**src/rtl/mem_lsu_pkg.sv**
```systemverilog
// Shared constants for the memory load/store unit: pipeline-wide constants,
// memory op codes, FSM state encodings and the decode/alignment helpers.
// Optional feature macro: MEM_LSU_LLSC_EN (adds the LL/SC op codes).
package mem_lsu_pkg;

  // Pipeline constants used by the surrounding datapath
  localparam int          DATA_W     = 32;
  localparam logic [31:0] ZERO_WORD  = 32'h0000_0000;
  localparam logic        WRITE_EN   = 1'b1;
  localparam logic        WRITE_DIS  = 1'b0;

  // Reset is active-low
  localparam logic        RST_ACTIVE = 1'b0;

  // Width of the ACCESS cycle counter (TIMEOUT is at most 65535)
  localparam int          CNT_W      = 16;

  typedef enum logic [3:0] {
    OP_NONE = 4'd0,
    OP_LB   = 4'd1,
    OP_LBU  = 4'd2,
    OP_LH   = 4'd3,
    OP_LHU  = 4'd4,
    OP_LW   = 4'd5,
    OP_SB   = 4'd6,
    OP_SH   = 4'd7,
    OP_SW   = 4'd8
`ifdef MEM_LSU_LLSC_EN
    ,
    OP_LL   = 4'd9,
    OP_SC   = 4'd10
`endif
  } mem_op_e;

  typedef enum logic [1:0] {
    ST_IDLE   = 2'd0,
    ST_ACCESS = 2'd1,
    ST_DONE   = 2'd2
  } lsu_state_e;

  // Unknown or disabled codes collapse to OP_NONE so they pass through.
  function automatic mem_op_e decode_op(input logic [3:0] code);
    mem_op_e op;
    case (code)
      4'd1:    op = OP_LB;
      4'd2:    op = OP_LBU;
      4'd3:    op = OP_LH;
      4'd4:    op = OP_LHU;
      4'd5:    op = OP_LW;
      4'd6:    op = OP_SB;
      4'd7:    op = OP_SH;
      4'd8:    op = OP_SW;
`ifdef MEM_LSU_LLSC_EN
      4'd9:    op = OP_LL;
      4'd10:   op = OP_SC;
`endif
      default: op = OP_NONE;
    endcase
    return op;
  endfunction

  function automatic logic is_store(input mem_op_e op);
    logic st;
    st = (op == OP_SB) || (op == OP_SH) || (op == OP_SW);
`ifdef MEM_LSU_LLSC_EN
    st = st || (op == OP_SC);
`endif
    return st;
  endfunction

  function automatic logic is_misaligned(input mem_op_e op, input logic [1:0] off);
    logic half_op;
    logic word_op;
    half_op = (op == OP_LH) || (op == OP_LHU) || (op == OP_SH);
    word_op = (op == OP_LW) || (op == OP_SW);
`ifdef MEM_LSU_LLSC_EN
    word_op = word_op || (op == OP_LL) || (op == OP_SC);
`endif
    return (half_op && off[0]) || (word_op && (off != 2'b00));
  endfunction

endpackage

```
**src/rtl/mem_lsu_align.sv**
```systemverilog
// Load data extraction: picks the addressed byte/halfword out of the returned
// word according to BIG_ENDIAN and sign- or zero-extends it. Purely
// combinational; word loads pass the word unchanged.
module mem_lsu_align
  import mem_lsu_pkg::*;
#(
  parameter int BIG_ENDIAN = 1
) (
  input  mem_op_e     i_op,
  input  logic [1:0]  i_off,
  input  logic [31:0] i_rdata,
  output logic [31:0] o_data
);

  logic [1:0]  w_lane;
  logic        w_hsel;
  logic [7:0]  w_byte;
  logic [15:0] w_half;

  // Lane select and extension for the byte/halfword loads
  always_comb begin
    w_lane = (BIG_ENDIAN != 0) ? ~i_off : i_off;
    w_hsel = (BIG_ENDIAN != 0) ? ~i_off[1] : i_off[1];
    w_byte = i_rdata[{w_lane, 3'b000} +: 8];
    w_half = w_hsel ? i_rdata[31:16] : i_rdata[15:0];
    case (i_op)
      OP_LB:   o_data = {{24{w_byte[7]}}, w_byte};
      OP_LBU:  o_data = {24'h000000, w_byte};
      OP_LH:   o_data = {{16{w_half[15]}}, w_half};
      OP_LHU:  o_data = {16'h0000, w_half};
      default: o_data = i_rdata;
    endcase
  end

endmodule

```
**src/rtl/mem_lsu.sv**
```systemverilog
// Memory stage load/store unit. Non-memory instructions pass straight through;
// memory ops run a single-outstanding bus access (IDLE -> ACCESS -> DONE),
// stalling the pipeline from the issue cycle until the result is ready.
// Optional feature macro: MEM_LSU_LLSC_EN (LL/SC with link bit and llbit_clr_i).
module mem_lsu
  import mem_lsu_pkg::*;
#(
  parameter int REG_ADDR_W = 5,
  parameter int TIMEOUT    = 255,
  parameter int BIG_ENDIAN = 1
) (
  input  logic                  clk,
  input  logic                  rst,
  input  logic [REG_ADDR_W-1:0] wd_i,
  input  logic                  wreg_i,
  input  logic [31:0]           wdata_i,
  input  logic [31:0]           hi_i,
  input  logic [31:0]           lo_i,
  input  logic                  whilo_i,
  input  logic [3:0]            mem_op_i,
  input  logic [31:0]           mem_addr_i,
  input  logic [31:0]           reg2_i,
`ifdef MEM_LSU_LLSC_EN
  input  logic                  llbit_clr_i,
`endif
  output logic                  dmem_req,
  output logic                  dmem_we,
  output logic [3:0]            dmem_sel,
  output logic [31:0]           dmem_addr,
  output logic [31:0]           dmem_wdata,
  input  logic [31:0]           dmem_rdata,
  input  logic                  dmem_ack,
  output logic                  stall_req,
  output logic                  exc_align_o,
  output logic                  exc_bus_o,
  output logic [REG_ADDR_W-1:0] wd_o,
  output logic                  wreg_o,
  output logic [31:0]           wdata_o,
  output logic [31:0]           hi_o,
  output logic [31:0]           lo_o,
  output logic                  whilo_o
);

  localparam logic [CNT_W-1:0] CNT_LAST = 16'(TIMEOUT - 1);

  lsu_state_e       r_state;
  logic [CNT_W-1:0] r_cnt;
  logic [31:0]      r_rdata;
  mem_op_e          r_op;
  logic [1:0]       r_off;
  logic             r_bus_err;
  logic             r_req;
  logic             r_we;
  logic [3:0]       r_sel;
  logic [31:0]      r_addr;
  logic [31:0]      r_wdata;

  mem_op_e          w_op;
  logic             w_misalign;
  logic             w_sc_fail;
  logic             w_issue;
  logic             w_stall;
  logic [1:0]       w_lane;
  logic             w_hlane;
  logic [3:0]       w_sel;
  logic [31:0]      w_wdata;
  logic [31:0]      w_load_data;
  logic             w_wreg;
  logic [31:0]      w_wdata_o;
  logic             w_exc_align;
  logic             w_exc_bus;

  assign w_op       = decode_op(mem_op_i);
  assign w_misalign = is_misaligned(w_op, mem_addr_i[1:0]);

`ifdef MEM_LSU_LLSC_EN
  logic r_llbit;

  // A failing SC completes in the issue cycle without touching the bus.
  assign w_sc_fail = (w_op == OP_SC) && !r_llbit && !w_misalign;

  // Link bit: set by a completed LL, cleared by any SC or an external clear
  always_ff @(posedge clk) begin
    if (rst == RST_ACTIVE) begin
      r_llbit <= 1'b0;
    end else if (llbit_clr_i) begin
      r_llbit <= 1'b0;
    end else if ((r_state == ST_IDLE) && (w_op == OP_SC)) begin
      r_llbit <= 1'b0;
    end else if ((r_state == ST_DONE) && (r_op == OP_LL) && !r_bus_err) begin
      r_llbit <= 1'b1;
    end
  end
`else
  assign w_sc_fail = 1'b0;
`endif

  assign w_issue = (r_state == ST_IDLE) && (w_op != OP_NONE) && !w_misalign && !w_sc_fail;
  // The issue cycle stalls too, otherwise the pipeline would move the op away.
  assign w_stall = w_issue || (r_state == ST_ACCESS);

  // Store lane placement: replicate data on every lane, enable only the addressed ones
  always_comb begin
    w_lane  = (BIG_ENDIAN != 0) ? ~mem_addr_i[1:0] : mem_addr_i[1:0];
    w_hlane = (BIG_ENDIAN != 0) ? ~mem_addr_i[1] : mem_addr_i[1];
    w_sel   = 4'hF;
    w_wdata = reg2_i;
    case (w_op)
      OP_SB: begin
        w_sel   = 4'b0001 << w_lane;
        w_wdata = {4{reg2_i[7:0]}};
      end
      OP_SH: begin
        w_sel   = w_hlane ? 4'b1100 : 4'b0011;
        w_wdata = {2{reg2_i[15:0]}};
      end
      default: ;
    endcase
  end

  // Access FSM; bus request fields are captured at issue and held through ACCESS
  always_ff @(posedge clk) begin
    if (rst == RST_ACTIVE) begin
      r_state   <= ST_IDLE;
      r_cnt     <= '0;
      r_rdata   <= ZERO_WORD;
      r_op      <= OP_NONE;
      r_off     <= 2'b00;
      r_bus_err <= 1'b0;
      r_req     <= 1'b0;
      r_we      <= 1'b0;
      r_sel     <= 4'h0;
      r_addr    <= ZERO_WORD;
      r_wdata   <= ZERO_WORD;
    end else begin
      case (r_state)
        ST_IDLE: begin
          if (w_issue) begin
            r_state   <= ST_ACCESS;
            r_cnt     <= '0;
            r_op      <= w_op;
            r_off     <= mem_addr_i[1:0];
            r_bus_err <= 1'b0;
            r_req     <= 1'b1;
            r_we      <= is_store(w_op);
            r_sel     <= w_sel;
            r_addr    <= {mem_addr_i[31:2], 2'b00};
            r_wdata   <= w_wdata;
          end
        end
        ST_ACCESS: begin
          // An ack on the last allowed cycle still counts as a normal completion.
          if (dmem_ack) begin
            r_rdata <= dmem_rdata;
            r_req   <= 1'b0;
            r_state <= ST_DONE;
          end else if (r_cnt == CNT_LAST) begin
            r_rdata   <= ZERO_WORD;
            r_bus_err <= 1'b1;
            r_req     <= 1'b0;
            r_state   <= ST_DONE;
          end else begin
            r_cnt <= r_cnt + 16'd1;
          end
        end
        ST_DONE: begin
          r_state <= ST_IDLE;
        end
        default: begin
          r_state <= ST_IDLE;
          r_req   <= 1'b0;
        end
      endcase
    end
  end

  mem_lsu_align #(
    .BIG_ENDIAN (BIG_ENDIAN)
  ) u_align (
    .i_op    (r_op),
    .i_off   (r_off),
    .i_rdata (r_rdata),
    .o_data  (w_load_data)
  );

  // Writeback selection: passthrough, alignment fault, in-flight, or completed access
  always_comb begin
    w_wreg      = wreg_i;
    w_wdata_o   = wdata_i;
    w_exc_align = 1'b0;
    w_exc_bus   = 1'b0;
    case (r_state)
      ST_IDLE: begin
        if (w_misalign) begin
          w_exc_align = 1'b1;
          w_wreg      = WRITE_DIS;
        end else if (w_sc_fail) begin
          w_wdata_o = ZERO_WORD;
        end else if (w_issue) begin
          w_wreg = WRITE_DIS;
        end
      end
      ST_ACCESS: begin
        w_wreg = WRITE_DIS;
      end
      ST_DONE: begin
        if (r_bus_err) begin
          w_exc_bus = 1'b1;
          w_wreg    = WRITE_DIS;
`ifdef MEM_LSU_LLSC_EN
        end else if (r_op == OP_SC) begin
          w_wdata_o = 32'd1;
`endif
        end else if (r_we) begin
          w_wreg = WRITE_DIS;
        end else begin
          w_wdata_o = w_load_data;
        end
      end
      default: begin
        w_wreg = WRITE_DIS;
      end
    endcase
  end

  // Everything is held at zero while reset is low, including mid-access.
  assign dmem_req    = rst & r_req;
  assign dmem_we     = rst & r_we;
  assign dmem_sel    = rst ? r_sel : 4'h0;
  assign dmem_addr   = rst ? r_addr : ZERO_WORD;
  assign dmem_wdata  = rst ? r_wdata : ZERO_WORD;
  assign stall_req   = rst & w_stall;
  assign exc_align_o = rst & w_exc_align;
  assign exc_bus_o   = rst & w_exc_bus;
  assign wd_o        = rst ? wd_i : '0;
  assign wreg_o      = rst & w_wreg;
  assign wdata_o     = rst ? w_wdata_o : ZERO_WORD;
  assign hi_o        = rst ? hi_i : ZERO_WORD;
  assign lo_o        = rst ? lo_i : ZERO_WORD;
  assign whilo_o     = rst & whilo_i & ~w_stall;

endmodule

```
**config.mk**
```make
export PLATFORM = sky130hd
export DESIGN_NAME = mem_lsu
export DESIGN_NICKNAME = d
export VERILOG_FILES = /design/src/rtl/mem_lsu_pkg.sv /design/src/rtl/mem_lsu_align.sv /design/src/rtl/mem_lsu.sv
export SDC_FILE = /design/constraint.sdc
export NUM_CORES = 1
export LEC_CHECK = 0
export CAP_MARGIN = 5
export CORE_AREA = 5 5 143 145
export CTS_CLUSTER_DIAMETER = 80
export DETAILED_ROUTE_END_ITERATION = 8
export DIE_AREA = 0 0 148 150
export GPL_ROUTABILITY_DRIVEN = 0
export HOLD_SLACK_MARGIN = 0.05
export PLACE_DENSITY = 0.74
export SLEW_MARGIN = 10
export SYNTH_ARGS = -nofsm -noshare
export SYNTH_HDL_FRONTEND = slang
export SYNTH_SLANG_ARGS = --single-unit
```
**constraint.sdc**
```tcl
create_clock -name clk -period 3.86 [get_ports clk]
set_input_delay 0.772 -clock clk [delete_from_list [all_inputs] [get_ports clk]]
set_output_delay 0.772 -clock clk [all_outputs]
set_load 0.005 [all_outputs]
```
==> results.sh <==
export IMPL_outcome="complete, no violations"
export IMPL_worstHoldEndpoint="r_wdata[4]$_SDFFE_PN0P_"
export IMPL_cts_buffers=17
export IMPL_clkSinkCount=125
export IMPL_tns_ps=0
export IMPL_holdPathStages=2
export IMPL_ys_seq_elements=125
export IMPL_ff2ff_setup_slack_ps=1510
export IMPL_cpPeakStageDelay_ps=620
export IMPL_cp_slowest_cell="clkdlybuf4s50_1"
export IMPL_hold_viol=0
export IMPL_first_pass_iters=5
export IMPL_power_leakage_uw=0.00467
export IMPL_htree_levels=4
export IMPL_clkTransAtPathRegs_ps=60
export IMPL_synth_area_per_cell_um2=8.05
export IMPL_fin_util=0.611
export IMPL_fin_crit_sh=0.974
export IMPL_setup_violations=0
export IMPL_switching_power_uw=1090
export IMPL_cts_tree="done"
export IMPL_hpwl_um=19600
export IMPL_seq_area_frac_synth=0.350
export IMPL_finalNonFillerCells=1485
export IMPL_reg2reg_from="r_cnt[0]$_SDFFE_PN0P_"
export IMPL_place_ws_ps=112
export IMPL_powerDensity_nw_per_um2=333
export IMPL_final_common_cell="clkdlybuf4s50_1"
export IMPL_min_period_ps=3760
export IMPL_fp_dieH_um=150
export IMPL_final_antenna_net_count=0
export IMPL_vdd_drop_max_uv=283
export IMPL_slew_headroom=0.448
export IMPL_drive_gt1_frac=0.0842
export IMPL_synth_area_leaders="dfxtp_1 (35%), and2_1 (12%), nand2_1 (8.0%)"
export IMPL_pwr_share_clk=0.394
export IMPL_syn_cell_area_um2=7140
export IMPL_mostFrequentLayoutCells="clkdlybuf4s50_1 (378), nand2_1 (152), and2_1 (139), dfxtp_1 (125), nor2_1 (55)"
export IMPL_clockBufferDepth=2
export IMPL_rsz0062_at_grt="false"
export IMPL_grt_start_max_net_pins=183
export IMPL_min_delay_start="r_wdata[4]$_SDFFE_PN0P_"
export IMPL_p_sw_frac=0.281
export IMPL_die_area_um2=22200
export IMPL_cp_max_fo=3
export IMPL_synthCells=887
export IMPL_io_pins=382
export IMPL_startpoint_type="input port"
export IMPL_grt_pass1_vias=7451
export IMPL_sequentialPowerShare=0.364
export IMPL_via_count=7654
export IMPL_cp_required_ps=3090
export IMPL_antenna_found_initial=0
export IMPL_yosysTopAreaCell="dfxtp_1"
export IMPL_routed_wl_um=26700
export IMPL_port_buffers=379
export IMPL_grt_overflow_total=0
export IMPL_areaGrowthSynthToFinish_pct=63.2
export IMPL_synth_async_reset_ratio=0
export IMPL_synth_top_area_frac=0.350
export IMPL_drc=0
export IMPL_die_x_um=148
export IMPL_skew_ps=11.3
export IMPL_crit_start="mem_op_i[3]"
export IMPL_cp_common_cell="clkdlybuf4s50_1"
export IMPL_clk_latency_ps=420
export IMPL_critPathArrivalTime_ps=2990
export IMPL_drv_cap=0
export IMPL_grt_usage=0.229
export IMPL_synth_edff_count=0
export IMPL_ys_flop_type="dfxtp_1"
export IMPL_cp_cell_sequence="clkdlybuf4s50_1, buf_4, o31a_1, o21ai_0, a2111oi_1, clkdlybuf4s50_1"
export IMPL_core_area_um2=19100
export IMPL_rows=51
export IMPL_fin_nets=1442
export IMPL_viasPerCell=5.15
export IMPL_wl_per_cell_um=18.0
export IMPL_p_int_uw=2790
export IMPL_diodes=0
export IMPL_yosysUniqueCellTypes=70
export IMPL_start_util=0.374
export IMPL_synth_warnings=0
export IMPL_end_kind="output pin"
export IMPL_crit_type="input port to output pin"
export IMPL_maxSlewViolCount=0
export IMPL_first_iter_violations=327
export IMPL_fmax_ghz=0.266
export IMPL_worstMarginPinSlew_ps=826
export IMPL_dp_cells=1452
export IMPL_worstReg2RegEnd="r_cnt[8]$_SDFFE_PN0P_"
export IMPL_pwr_share_comb=0.242
export IMPL_grt_pass1_wl_um=41000
export IMPL_setup_slack_ps=101
export IMPL_clockRootBuffer="clkbuf_16"
export IMPL_min_path_type="flip-flop to flip-flop"
export IMPL_reg2reg_depth=7
-- area by class of cell --
type	count	area, um^2
fillers	1723	7420
multi-input cells	678	4280
repair buffers	404	3990
flip-flops and latches	125	2500
clock buffers	18	429
well taps	238	298
clock inverters	14	134
inverters	8	30.0
-- per-stage QoR --
stage | area [um^2] | power (uW) | hold WS (ps)
2_1_floorplan | 7150 | 1860 | 427
3_3_place_gp | 11100 | 2370 | 438
3_5_place_dp | 11100 | 2380 | 445
4_1_cts | 11600 | 3920 | 454
5_1_grt | 11700 | 4070 | 477
6_report | 11700 | 3890 | 451
-- synth_stat cells (all sizes together), types with 9 or more instances --
master / n
nor3: 19
o21a: 9
a221oi: 15
clkbuf: 35
dfxtp: 125
nand2: 152
buf: 42
mux2i: 17
mux2: 18
nand3: 42
o41ai: 9
and3: 16
a21oi: 22
nor2: 56
o31ai: 18
and2: 139
o21ai: 27
a22o: 33
-- logic make-up after synthesis --
kind of cell | share of synthesized area
other | 0.000525
AO/OA/AOI/OAI | 0.207
multiplexers | 0.0553
adder cells (fa/ha/maj) | 0.00350
AND/OR/NAND/NOR | 0.325
flip-flops | 0.350
buffers and inverters | 0.0573
XOR/XNOR | 0.00123
-- worst max path at each step --
stage | cells past startpoint | slack (ps) | endpoint
floorplan | 7 | 950 | whilo_o
global placement | 8 | 150 | stall_req
detailed placement | 6 | 110 | wreg_o
CTS | 6 | 30 | wdata_o[3]
global route | 6 | 0.4 | wdata_o[1]
finish | 6 | 100 | wreg_o
-- critical path, delay by kind of cell --
kind | cells | cell delay, ps
buffers and inverters | 3 | 1340
AO/OA/AOI/OAI | 3 | 860
-- state kept, by name (all words and copies together), names as in the netlist --
name / count
r_rdata: 32
r_wdata: 32
r_addr: 30
r_cnt: 16
r_op: 4
r_sel: 4
r_off: 2
r_state: 2
r_bus_err: 1
r_req: 1
r_we: 1
-- what timing repair did --
item,4_1_cts,5_1_grt
gates cloned,0,0
pin swaps,1,0
hold buffers,0,0
gates resized for setup,0,7
buffers inserted,1,0
setup endpoints to repair,5,11
-- routing by layer --
metal | routed length, um | GRT usage | vias up
met2 | 12600 | 0.376 | 248
met3 | 2140 | 0.0763 | 33
met5 | 0 | 0 | -
li1 | - | - | 3813
met4 | 400 | 0.0550 | 0
met1 | 11500 | 0.293 | 3560
-- power groups by stage --
| stage | clock network (uW) | logic [uW] | registers (uW) |
|---|---|---|---|
| 2_1_floorplan | 0 | 433 | 1430 |
| 3_3_place_gp | 0 | 928 | 1440 |
| 3_5_place_dp | 0 | 933 | 1440 |
| 4_1_cts | 1560 | 943 | 1420 |
| 5_1_grt | 1630 | 1020 | 1430 |
| 6_report | 1530 | 939 | 1420 |
No activity file was read; power rests on OpenSTA's default activity.
